File: config.mk
export PLATFORM = sky130hd
export DESIGN_NAME = rx_control_module_flat
export DESIGN_NICKNAME = d
export VERILOG_FILES = /design/src/rtl/rx_if.sv /design/src/rtl/rx_control_module.sv /design/src/flat_wrapper.sv
export SDC_FILE = /design/constraint.sdc
export NUM_CORES = 1
export LEC_CHECK = 0
export BUFFER_PORTS_ARGS = -buffer_cell sky130_fd_sc_hd__buf_2
export CAP_MARGIN = 20
export CORE_MARGIN = 2
export CORE_UTILIZATION = 61
export CTS_CLUSTER_DIAMETER = 50
export DETAILED_ROUTE_END_ITERATION = 8
export GPL_TIMING_DRIVEN = 0
export PLACE_DENSITY = 0.83
export SETUP_SLACK_MARGIN = 0.5
export SLEW_MARGIN = 15
export SYNTH_ARGS = -nofsm -noshare
export SYNTH_HDL_FRONTEND = slang
export SYNTH_SLANG_ARGS = --single-unit
File: constraint.sdc
create_clock -name clk -period 3.15 [get_ports clk]
set_clock_uncertainty 0.2 [all_clocks]
set_input_delay 0.4725 -clock clk [delete_from_list [all_inputs] [get_ports clk]]
set_output_delay 0.4725 -clock clk [all_outputs]
set_load 0.05 [all_outputs]
File: src/rtl/rx_if.sv
// UART receive-side bundle between the line/rate counter and the framing controller.
interface rx_if #(
    parameter int DATA_W = 8
);
    logic              rx_pin_in;
    logic              rx_en_sig;
    logic              bps_clk;
    logic              rx_count_sig;
    logic [DATA_W-1:0] rx_data;
    logic              rx_done_sig;
    logic              frame_err;

    modport master (
        output rx_pin_in, rx_en_sig, bps_clk,
        input  rx_count_sig, rx_data, rx_done_sig, frame_err
    );

    modport slave (
        input  rx_pin_in, rx_en_sig, bps_clk,
        output rx_count_sig, rx_data, rx_done_sig, frame_err
    );
endinterface

File: src/rtl/rx_control_module.sv
// UART receive framing controller: start detect, LSB-first byte assembly,
// stop-bit check with one-cycle done / framing-error strobes.
module rx_control_module #(
    parameter int DATA_W = 8
) (
    input  logic clk,
    input  logic rst_n,
    rx_if.slave  bus
);
    localparam int CW = (DATA_W > 1) ? $clog2(DATA_W) : 1;

    typedef enum logic [1:0] {IDLE, START, DATA, STOP} state_t;

    state_t            state, state_n;
    logic [CW-1:0]     bit_cnt, bit_cnt_n;
    logic [DATA_W-1:0] shreg, shreg_n;
    logic [DATA_W-1:0] data_q, data_n;
    logic              count_q, count_n;
    logic              done_q, done_n;
    logic              ferr_q, ferr_n;
    logic              s1, d_sync, d_prev;
    logic              fall;

    // Synchronizer FFs reset high so a reset never looks like a start edge
    always_ff @(posedge clk or negedge rst_n) begin
        if (!rst_n) begin
            s1     <= 1'b1;
            d_sync <= 1'b1;
            d_prev <= 1'b1;
        end else begin
            s1     <= bus.rx_pin_in;
            d_sync <= s1;
            d_prev <= d_sync;
        end
    end

    assign fall = d_prev & ~d_sync;

    always_ff @(posedge clk or negedge rst_n) begin
        if (!rst_n) begin
            state   <= IDLE;
            bit_cnt <= '0;
            shreg   <= '0;
            data_q  <= '0;
            count_q <= 1'b0;
            done_q  <= 1'b0;
            ferr_q  <= 1'b0;
        end else begin
            state   <= state_n;
            bit_cnt <= bit_cnt_n;
            shreg   <= shreg_n;
            data_q  <= data_n;
            count_q <= count_n;
            done_q  <= done_n;
            ferr_q  <= ferr_n;
        end
    end

    always_comb begin
        state_n   = state;
        bit_cnt_n = bit_cnt;
        shreg_n   = shreg;
        data_n    = data_q;
        count_n   = count_q;
        done_n    = 1'b0;
        ferr_n    = 1'b0;
        if (state == IDLE) begin
            count_n = 1'b0;
            if (fall && bus.rx_en_sig) begin
                count_n   = 1'b1;
                bit_cnt_n = '0;
                state_n   = START;
            end
        end else if (!bus.rx_en_sig) begin
            count_n = 1'b0;
            state_n = IDLE;
        end else if (bus.bps_clk) begin
            unique case (state)
                START: begin
                    if (d_sync) begin
                        count_n = 1'b0;
                        state_n = IDLE;
                    end else begin
                        state_n = DATA;
                    end
                end
                DATA: begin
                    shreg_n[bit_cnt] = d_sync;
                    bit_cnt_n        = bit_cnt + 1'b1;
                    if (bit_cnt == CW'(DATA_W - 1))
                        state_n = STOP;
                end
                STOP: begin
                    count_n = 1'b0;
                    state_n = IDLE;
                    if (d_sync) begin
                        data_n = shreg;
                        done_n = 1'b1;
                    end else begin
                        ferr_n = 1'b1;
                    end
                end
                default: state_n = IDLE;
            endcase
        end
    end

    assign bus.rx_count_sig = count_q;
    assign bus.rx_data      = data_q;
    assign bus.rx_done_sig  = done_q;
    assign bus.frame_err    = ferr_q;
endmodule

File: src/flat_wrapper.sv
// flat-port wrapper written by rule: the top's interface ports become plain ports
module rx_control_module_flat 
#(
    parameter int DATA_W = 8
)
  (clk, rst_n, bus_rx_pin_in, bus_rx_en_sig, bus_bps_clk, bus_rx_count_sig, bus_rx_data, bus_rx_done_sig, bus_frame_err);
  rx_if #(.DATA_W(DATA_W)) bus_i ();
  input  logic clk;
  input  logic rst_n;
  input wire logic [$bits(bus_i.rx_pin_in)-1:0] bus_rx_pin_in;
  input wire logic [$bits(bus_i.rx_en_sig)-1:0] bus_rx_en_sig;
  input wire logic [$bits(bus_i.bps_clk)-1:0] bus_bps_clk;
  output wire logic [$bits(bus_i.rx_count_sig)-1:0] bus_rx_count_sig;
  output wire logic [$bits(bus_i.rx_data)-1:0] bus_rx_data;
  output wire logic [$bits(bus_i.rx_done_sig)-1:0] bus_rx_done_sig;
  output wire logic [$bits(bus_i.frame_err)-1:0] bus_frame_err;
  assign bus_i.rx_pin_in = bus_rx_pin_in;
  assign bus_i.rx_en_sig = bus_rx_en_sig;
  assign bus_i.bps_clk = bus_bps_clk;
  assign bus_rx_count_sig = bus_i.rx_count_sig;
  assign bus_rx_data = bus_i.rx_data;
  assign bus_rx_done_sig = bus_i.rx_done_sig;
  assign bus_frame_err = bus_i.frame_err;
  rx_control_module #(.DATA_W(DATA_W)) u_core (.clk(clk), .rst_n(rst_n), .bus(bus_i));
endmodule
======== Yosys cells after proc, flatten, opt, wreduce, memory -nomap -nowiden ========
Index checks and enable logic that the tools add are counted.
cells by class
  add/sub/neg operators ................... 1
  $lt $le $gt $ge ......................... 2
  equality and inequality tests ........... 9
  muxes and demuxes ....................... 31
  bitwise gates (word level) .............. 3
  reduce and logical (&&, ||, !) cells .... 11
operators with widths
  cell                 number
  $mux 1               16
  $mux 3               5
  $mux 2               6
  $bwmux 8             1
  $ne 4x2->1 const B   2
  $reduce_and 4->1     2
  $reduce_and 3->1     2
  $reduce_bool 2->1    3
  $reduce_and 5->1     1
  $eq 2x2->1 const B   2
  $lt 3x4->1 const B   1
  $ne 4x1->1 const B   1
  $pmux 2 s2           1
  $add 3x1->3 const B  1
  $demux 1 s3          1
  $eq 3x3->1 const B   1
  $ge 3x1->1 const B   1
  $ne 3x1->1 const B   1
  $eq 2x1->1 const B   1
  $logic_and 1x1->1    2
  $logic_not 2->1      1
  $ne 2x2->1 const B   1
  $not 1->1            2
  $pmux 1 s2           1
  $and 1x1->1          1
storage, ports and cells
  register bits ........................... 27
  input bits .............................. 5
  word-level logic and storage cells ...... 67

======== Depth between registers and ports, before layout ========
Gate-level depths: netlist (run 1).
  depth after elaboration ................. 6
  gate-level depth with buffers ........... 6

======== Worst setup path after synthesis (run 1) ========
No wires, ideal clock.
  kind .................................... register to register
  start point ............................. reg u_core.state[0]
  end point ............................... reg u_core.data_q[0], in the netlist u_core.bus.rx_data[0]
  library setup time ...................... 0.125 ns
  arrival time ............................ 1.665 ns
  data required time ...................... 2.825 ns
  setup slack ............................. 1.160 ns
  stages on the path, launching flop included .. 6
  path buffers ............................ 1
  clock period less this slack ............ 1.990 ns
  path through ............................ dfrtp_1 -> inv_1 -> ha_1 -> buf_4 -> nor4_4 -> mux2_2
on the way
  longest elaborated chain between the ends .. 3
ends and longest elaborated chain
  item                                 line                     RTL
  start: declaration                   rx_control_module.sv:14  state_t state, state_n;
  start signal: assignment             rx_control_module.sv:49  state <= state_n;
  $logic_not 2->1                      rx_control_module.sv:67  if (state == IDLE) begin
  $not 1->1 (no source line)           n/a
  $reduce_and 5->1 (no source line) *  n/a
  end signal: assignment               rx_control_module.sv:52  data_q <= data_n;
  end: declaration                     rx_control_module.sv:17  logic [DATA_W-1:0] data_q, data_n;
Mark *: on every way between the ends. The rest lies on a longest branch, timed or not.
A chain may end at the register's enable or synchronous reset.

======== Worst setup path in the final report (run 1) ========
  start point ............................. reg u_core.state[0]
  end point ............................... reg u_core.data_q[1], in the netlist u_core.bus.rx_data[1]
Same word-level chain as after synthesis.

==> metrics.md, run 1 <==
| Metric | Value |
|---|---|
| TritonCTS clock tree | yes |
| Summed instance area of the synthesized netlist | 1390 sq um |
| Setup repair after global routing missed its margin | false |
| Peak fanout along the critical path | 9 |
| Crit path capture | u_core.bus.rx_data[1] |
| H-tree levels | 1 |
| Required time of the critical path | 3.20 ns |
| Number of nets in the layout | 144 |
| Clock share of power | 0.149 |
| Buffers inserted during post-CTS setup optimization | 0 |
| Cell leakage power | 0.760 nW |
| Type of the setup path with the least slack | reg2reg |
| Global-route wire length before repair | 4060 um |
| Ys flop type | sky130_fd_sc_hd__dfrtp_1 |
| Placement row count | 17 |
| Worst hold path stage count | 0 |
| Horizontal die dimension | 51.7 um |
| Filler instances | 151 |
| Count of maximum capacitance violations | 0 |
| Start point of the critical path | u_core.state[0] |
| Initial antenna violation count | 0 |
| Antenna Cells | 0 |
| Number of warnings reported in the yosys synthesis log | 0 |
| Final weighted congestion in routability-driven placement | 0.781 |
| Portion of the post-synthesis area used by sequential elements | 0.489 |
| Largest net degree at the start of global routing | 28 |
| Gate power share | 0.414 |
| Root buffer selected by CTS | sky130_fd_sc_hd__clkbuf_4 |
| Bufs on Longest Clock Path | 2 |
| Async set-reset flop share out of synthesis | 1.00 |
| Sequential fraction of design power | 0.436 |
| Cell area power density | 685 nW/um^2 |
| Core outline area | 2190 sq um |
| Worst VDD drop | 0.417 mV |
| Synthesis-stage register bit count | 27 |
| Total Negative Setup Slacks | 0 ns |
| Area delta synth->final | 10.6% |
| Library cell contributing the largest single delay on the critical path | sky130_fd_sc_hd__nor4_4 |
| Gate count after technology mapping | 111 |
| Total congestion overflow after global routing | 0 |
| Launching element type of the critical path | register |
| Setup violations, final | 0 |
| Final HPWL DP | 1690 um |
| Fraction of final layout cells with drive strength greater than 1 | 0.369 |
| Footprint of the flip-flops and latches | 679 sq um |
| Average wire per cell in the routed design | 15.4 um |
| Number of enable flip-flop cells after synthesis | 0 |
| Reg2reg end | u_core.bus.rx_data[1] |
| Length in cells of the worst reg-to-reg path | 5 |
| Levels on crit path | 5 |
| Period minus WS final | 2.29 ns |
| Total die area | 2680 sq um |
| Worst path cell trace | inv_1 > ha_1 > buf_4 > nor4_4 > mux2_2 |
| Later-pin clock latency in the skew report | 0.35 ns |
| Net Count, Synth | 124 |
| Critical path capture point type | register |
| Via count | 951 |
| Internal portion of total power | 0.000637 W |
| Buf+Inv Stages, Crit Path | 2 |
| R2r setup slk | 0.86 ns |
| Total wire length | 2440 um |
| Avg Cell Area, Syn | 12.5 sq um |
| Classification of the worst-slack hold path | reg2reg |
| Total area of multi-input combinational cells | 643 sq um |
| Maximum single-stage delay on the critical path | 0.59 ns |
| Cell family contributing the most delay on the critical path | simple AND/OR/NAND/NOR gates |
| Drt first-iter violations | 13 |
| Boundary Pins | 16 |
| Cell Area, Placed | 1490 sq um |
| IO Port Bufs | 13 |
| Vias/cell | 6.02 |
| GRT Overall Usage | 0.213 |
| CP arrival | 2.34 ns |
| Measured slew at the worst slew-check pin | 0.600 ns |
| Number of hold violations in the final report | 0 |
| Worst slew slack as a fraction of its limit | 0.597 |
| Clock sink count | 27 |
| FF-to-FF Start | u_core.state[0] |
| Initial cell density of the core | 0.634 |
| Maximum clock frequency | 437 MHz |
| Switching power of the nets | 0.000416 W |
| DRC | 0 |
| Clock slew seen by the registers of the worst setup and hold paths | 0.15 ns |
| Routed Antenna Nets | 0 |
| Vias in the first global route | 925 |
| Sw Ratio | 0.395 |
| Die span in y | 51.7 um |
| Final period utilization | 0.726 |
| Drt pass-1 iters | 4 |
| TritonCTS buffer count | 3 |
| Count of unique library cells instantiated by Yosys | 35 |
| Max-slew violation count | 0 |
| Finished layout cell area | 1540 sq um |
| CTS resizes | 0 |
| Status | finished clean |
## sequential cells by signal (all words and copies together), names as in the netlist
| register | cells |
|---|---|
| u_core.bus.rx_data | 8 |
| u_core.shreg | 8 |
| u_core.bit_cnt | 3 |
| u_core.state | 2 |
| u_core.bus.frame_err | 1 |
| u_core.bus.rx_count_sig | 1 |
| u_core.bus.rx_done_sig | 1 |
| u_core.d_prev | 1 |
| u_core.d_sync | 1 |
| u_core.s1 | 1 |
## worst register-to-register path, stage by stage, from the launching register on
cell	delay, ns
sky130_fd_sc_hd__dfrtp_1	0.49
sky130_fd_sc_hd__inv_1	0.13
sky130_fd_sc_hd__ha_1	0.21
sky130_fd_sc_hd__buf_4	0.17
sky130_fd_sc_hd__nor4_4	0.59
sky130_fd_sc_hd__mux2_2	0.41
## cells by family (layout without fill, tap and decap cells)
group                    after synthesis  after routing  share of synthesized area
adder cells (fa/ha/maj)                8              8                     0.0720
buffers and inverters                 15             34                     0.0486
multiplexers                          17             17                      0.138
flip-flops                            27             27                      0.489
AND/OR/NAND/NOR                       25             25                      0.160
AO/OA/AOI/OAI                         19             19                     0.0927
## Yosys cell counts, drive strengths merged, types with 3 or more instances
cell type / instances / area [sq um]
inv: 8 / 30.0
dfstp: 3 / 78.8
ha: 8 / 100
nor4: 4 / 40.0
dfrtp: 24 / 601
buf: 3 / 22.5
and3b: 4 / 37.5
mux2: 17 / 191
o21ai: 7 / 35.0
nand4b: 3 / 41.3
clkbuf: 4 / 15.0
## worst min-delay path by stage
stage	start	end	slack, ns
global route	u_core.s1	u_core.d_sync	0.18
detailed placement	u_core.s1	u_core.d_sync	0.15
CTS	u_core.s1	u_core.d_sync	0.17
finish	u_core.s1	u_core.d_sync	0.17
global placement	u_core.s1	u_core.d_sync	0.15
floorplan	rst_n	u_core.bit_cnt[0]	-0.02
## per-stage QoR
step | setup slack, ns | std cells | util | hold WS [ns] | total power, W
floorplan | 1.16 | 111 | - | -0.0231 | 0.000793
global placement | 0.954 | 152 | 0.680 | 0.147 | 0.000868
detailed placement | 0.845 | 152 | 0.680 | 0.147 | 0.000893
CTS | 0.823 | 158 | 0.702 | 0.171 | 0.00105
global route | 0.716 | 158 | 0.702 | 0.176 | 0.00112
finish | 0.864 | 158 | 0.702 | 0.171 | 0.00105
## cell type report
class                   instances  share of cell area
clock inverters                 1             0.00325
repair buffers                 15              0.0553
inverters                       8              0.0195
clock buffers                   3              0.0146
multi-input cells              69               0.418
flip-flops and latches         27               0.442
well taps                      28              0.0228
plain buffers                   7              0.0244
## power by group through the flow
stage	Clock, W	Combinational [W]	Sequential, W
finish	0.000157	0.000436	0.000460
global route	0.000170	0.000478	0.000470
CTS	0.000157	0.000432	0.000459
detailed placement	0	0.000427	0.000466
global placement	0	0.000409	0.000459
floorplan	0	0.000294	0.000499
## cell usage in the layout, fill, tap and decap left out, types with 2 or more instances in the layout
| cell type | instances |
|---|---|
| sky130_fd_sc_hd__a31oi_1 | 2 |
| sky130_fd_sc_hd__buf_4 | 3 |
| sky130_fd_sc_hd__nand3_1 | 2 |
| sky130_fd_sc_hd__dlygate4sd3_1 | 2 |
| sky130_fd_sc_hd__dfrtp_1 | 24 |
| sky130_fd_sc_hd__buf_2 | 13 |
| sky130_fd_sc_hd__ha_1 | 8 |
| sky130_fd_sc_hd__mux2_2 | 17 |
| sky130_fd_sc_hd__clkbuf_4 | 3 |
| sky130_fd_sc_hd__nor4b_2 | 2 |
| sky130_fd_sc_hd__o21ai_0 | 7 |
| sky130_fd_sc_hd__and3b_2 | 2 |
| sky130_fd_sc_hd__inv_1 | 8 |
| sky130_fd_sc_hd__nand4b_1 | 2 |
| sky130_fd_sc_hd__nor2b_1 | 2 |
| sky130_fd_sc_hd__o211ai_1 | 2 |
| sky130_fd_sc_hd__clkbuf_1 | 4 |
| sky130_fd_sc_hd__nor4_1 | 3 |
| sky130_fd_sc_hd__dfstp_2 | 3 |
| sky130_fd_sc_hd__and3b_1 | 2 |
## what timing repair did
item                                    CTS  global route
endpoints found under the setup margin    0             0
hold endpoints to repair                 25             0
hold buffers                              2             0
## routing by layer
metal | routed length (um) | global-route usage | share of wire
met5 | 0 | 0 | 0
met4 | 42 | 0.105 | 0.017
met3 | 131 | 0.0345 | 0.054
met2 | 1180 | 0.353 | 0.49
met1 | 1080 | 0.270 | 0.44
Note: power is estimated with default switching activity, not from simulation.
==> run 2, diff against run 1 <==
- CORE_UTILIZATION: 61 -> 56
- PLACE_DENSITY: 0.83 -> 0.77
- clock period: 3.15 -> 2.3 ns (I/O delays scaled with it)
==> run 2 against run 1 <==
Die area is 8.2% higher. Cell area is 9.7% higher. Sequential power is 36% higher. Clock power rose by 43%. Worst setup slack got worse by 0.42 ns. First-iteration DRC count shrank 23%. Critical path depth rose by 1. Global-route usage decreased by 0.57 points. Core utilization is 0.20 points lower. Combinational power grew 78%. Largest power group is now combinational logic. Fmax grew 23%. Count of clock-buffer cells in the layout unchanged.
==> metrics.md, run 2 (same netlist as run 1, synthesis figures left out) <==
| Metric | Value |
|---|---|
| Total congestion overflow after global routing | 0 (unchanged) |
| Average wire per cell in the routed design | 15.9 um (+3.3%) |
| Length in cells of the worst reg-to-reg path | 6 (+1) |
| Final weighted congestion in routability-driven placement | 0.716 (-8.3%) |
| Largest net degree at the start of global routing | 28 (unchanged) |
| Core outline area | 2410 sq um (+10%) |
| Footprint of the flip-flops and latches | 681 sq um (+0.18%) |
| Number of nets in the layout | 151 (+4.9%) |
| Cell family contributing the most delay on the critical path | simple AND/OR/NAND/NOR gates |
| Most frequent cells in the layout | sky130_fd_sc_hd__dfrtp_1, sky130_fd_sc_hd__buf_2, sky130_fd_sc_hd__mux2_2 |
| Die span in y | 53.8 um (+4.0%) |
| Antenna Cells | 0 (unchanged) |
| R2r setup slk | 0.45 ns (-0.42 ns) |
| TritonCTS clock tree | yes |
| Launching element type of the critical path | register |
| Vias/cell | 5.86 (-2.7%) |
| TritonCTS buffer count | 3 (unchanged) |
| Vias in the first global route | 915 (-1.1%) |
| Filler instances | 176 (+17%) |
| Final Hold Slack | 0.119 ns (-0.0519 ns) |
| Maximum single-stage delay on the critical path | 0.41 ns (-0.18 ns) |
| Total area of multi-input combinational cells | 722 sq um (+12%) |
| Boundary Pins | 16 (unchanged) |
| Maximum clock frequency | 540 MHz (+23%) |
| Fraction of final layout cells with drive strength greater than 1 | 0.453 (+0.0833) |
| Setup repair after global routing missed its margin | true |
| Max-slew violation count | 0 (unchanged) |
| Buf+Inv Stages, Crit Path | 2 (unchanged) |
| Clock sink count | 27 (unchanged) |
| Cell leakage power | 0.810 nW (+6.6%) |
| Period minus WS final | 1.85 ns (-0.435 ns) |
| Measured slew at the worst slew-check pin | 0.583 ns (-0.0163 ns) |
| Cell area power density | 964 nW/um^2 (+41%) |
| DRC | 0 (unchanged) |
| Total Power Consumption | 0.00163 W (+54%) |
| Initial cell density of the core | 0.577 (-0.0577) |
| Peak fanout along the critical path | 7 (-2) |
| GRT Overall Usage | 0.207 (-0.00573) |
| Via count | 978 (+2.8%) |
| Final HPWL DP | 1710 um (+1.2%) |
| Area delta synth->final | 21.3% |
| Placement row count | 18 (+1) |
| Levels on crit path | 6 (+1) |
| Later-pin clock latency in the skew report | 0.35 ns (about the same) |
| Worst VDD drop | 0.752 mV (+80%) |
| Root buffer selected by CTS | sky130_fd_sc_hd__clkbuf_4 |
| Total Negative Setup Slacks | 0 ns (unchanged) |
| IO Port Bufs | 13 (unchanged) |
| Total die area | 2900 sq um (+8.2%) |
| Required time of the critical path | 2.36 ns (-0.84 ns) |
| Total wire length | 2660 um (+9.2%) |
| Horizontal die dimension | 53.8 um (+4.0%) |
| Type of the setup path with the least slack | reg2reg |
| Routed Antenna Nets | 0 (unchanged) |
| Global-route wire length before repair | 4200 um (+3.6%) |
| H-tree levels | 1 (unchanged) |
| Worst hold path stage count | 3 (+3) |
| Share of the core filled with cells in the final layout | 0.700 (-0.00199) |
| Drt first-iter violations | 10 (-3) |
| Most common cell after layout, fill and taps aside | sky130_fd_sc_hd__dfrtp_1 |
| Clock slew seen by the registers of the worst setup and hold paths | 0.17 ns (+0.02 ns) |
| Critical path capture point type | register |
| Status | finished clean |
| Setup violations, final | 0 (unchanged) |
| Pre-CTS WS | 0.241 ns (-0.605 ns) |
| Drt pass-1 iters | 4 (unchanged) |
| Classification of the worst-slack hold path | in2reg |
| Final period utilization | 0.805 (+0.0791) |
| Number of hold violations in the final report | 0 (unchanged) |
| Bufs on Longest Clock Path | 2 (unchanged) |
| Count of maximum capacitance violations | 0 (unchanged) |
| Worst slew slack as a fraction of its limit | 0.611 (+0.0139) |
| Initial antenna violation count | 0 (unchanged) |
| Worst-case setup margin in the final layout | 0.449 ns (-0.415 ns) |
| Library cell contributing the largest single delay on the critical path | sky130_fd_sc_hd__dfrtp_2 |
| Worst path cell trace | inv_4 > ha_4 > buf_6 > nand4b_4 > nor4b_4 > mux2_2 |
| CP arrival | 1.91 ns (-0.43 ns) |
-- run 2: cell count changes in the layout (fill, tap and decap cells not counted), moves of 2 or more --
cell                      change
sky130_fd_sc_hd__buf_4        +5
sky130_fd_sc_hd__buf_6        +2
sky130_fd_sc_hd__ha_1         -2
sky130_fd_sc_hd__ha_4         +2
sky130_fd_sc_hd__inv_1        -2
sky130_fd_sc_hd__mux2_2       -8
sky130_fd_sc_hd__mux2_4       +8
sky130_fd_sc_hd__nor4b_2      -2
sky130_fd_sc_hd__nor4b_4      +2
-- run 2: worst paths after layout --
| kind | start | endpoint |
|---|---|---|
| setup / recovery | u_core.state[0] | u_core.shreg[2] |
| hold / removal | bus_rx_en_sig | u_core.state[0] |
| setup reg to reg | u_core.state[0] | u_core.shreg[2] |
| hold reg to reg | u_core.s1 | u_core.d_sync |
| max in group asynchronous | rst_n | u_core.state[0] |
| min in group asynchronous | rst_n | u_core.bus.rx_data[7] |
-- run 2: timing repair --
item | CTS | global route
hold buffers | 2 | 0
endpoints found under the hold margin | 25 | 0
gates resized for setup | 8 | 8
setup buffers | 6 | 1
endpoints found under the setup margin | 17 | 17
pin swaps | 1 | 2
-- run 2: through the flow --
step	area (sq um)	cells
final	1690	167
after global routing	1690	167
after CTS	1640	166
after detailed placement	1510	154
after global placement	1510	154
after floorplan	1410	111
-- run 2: routing by layer --
layer / share of wire / GRT usage / up-vias
met2: 0.49 / 0.348 / 17
met1: 0.46 / 0.269 / 500
met4: 0.017 / 0.0684 / 0
li1: - / - / 455
met5: 0 / 0 / -
met3: 0.027 / 0.0361 / 6
-- run 2: where the power goes --
part,leakage (nW),switching [W],internal [W]
combinational,0.441,0.000431,0.000344
sequential,0.356,0.0000536,0.000573
clock,0.0139,0.000158,0.0000668
total,0.810,0.000642,0.000984
-- run 2: layout make-up --
| class | count | area share |
|---|---|---|
| clock buffer | 3 | 0.0134 |
| multi-input combinational | 69 | 0.428 |
| sequential | 27 | 0.404 |
| clock inverter | 1 | 0.00445 |
| tap | 30 | 0.0223 |
| inverter | 8 | 0.0193 |
| buffer | 7 | 0.0252 |
| timing repair buffer | 22 | 0.0838 |
-- run 2: tightest hold or removal path: stages --
cell and delay, ns:
sky130_fd_sc_hd__buf_4 0.15, sky130_fd_sc_hd__o21ai_0 0.07, sky130_fd_sc_hd__o21ai_0 0.07
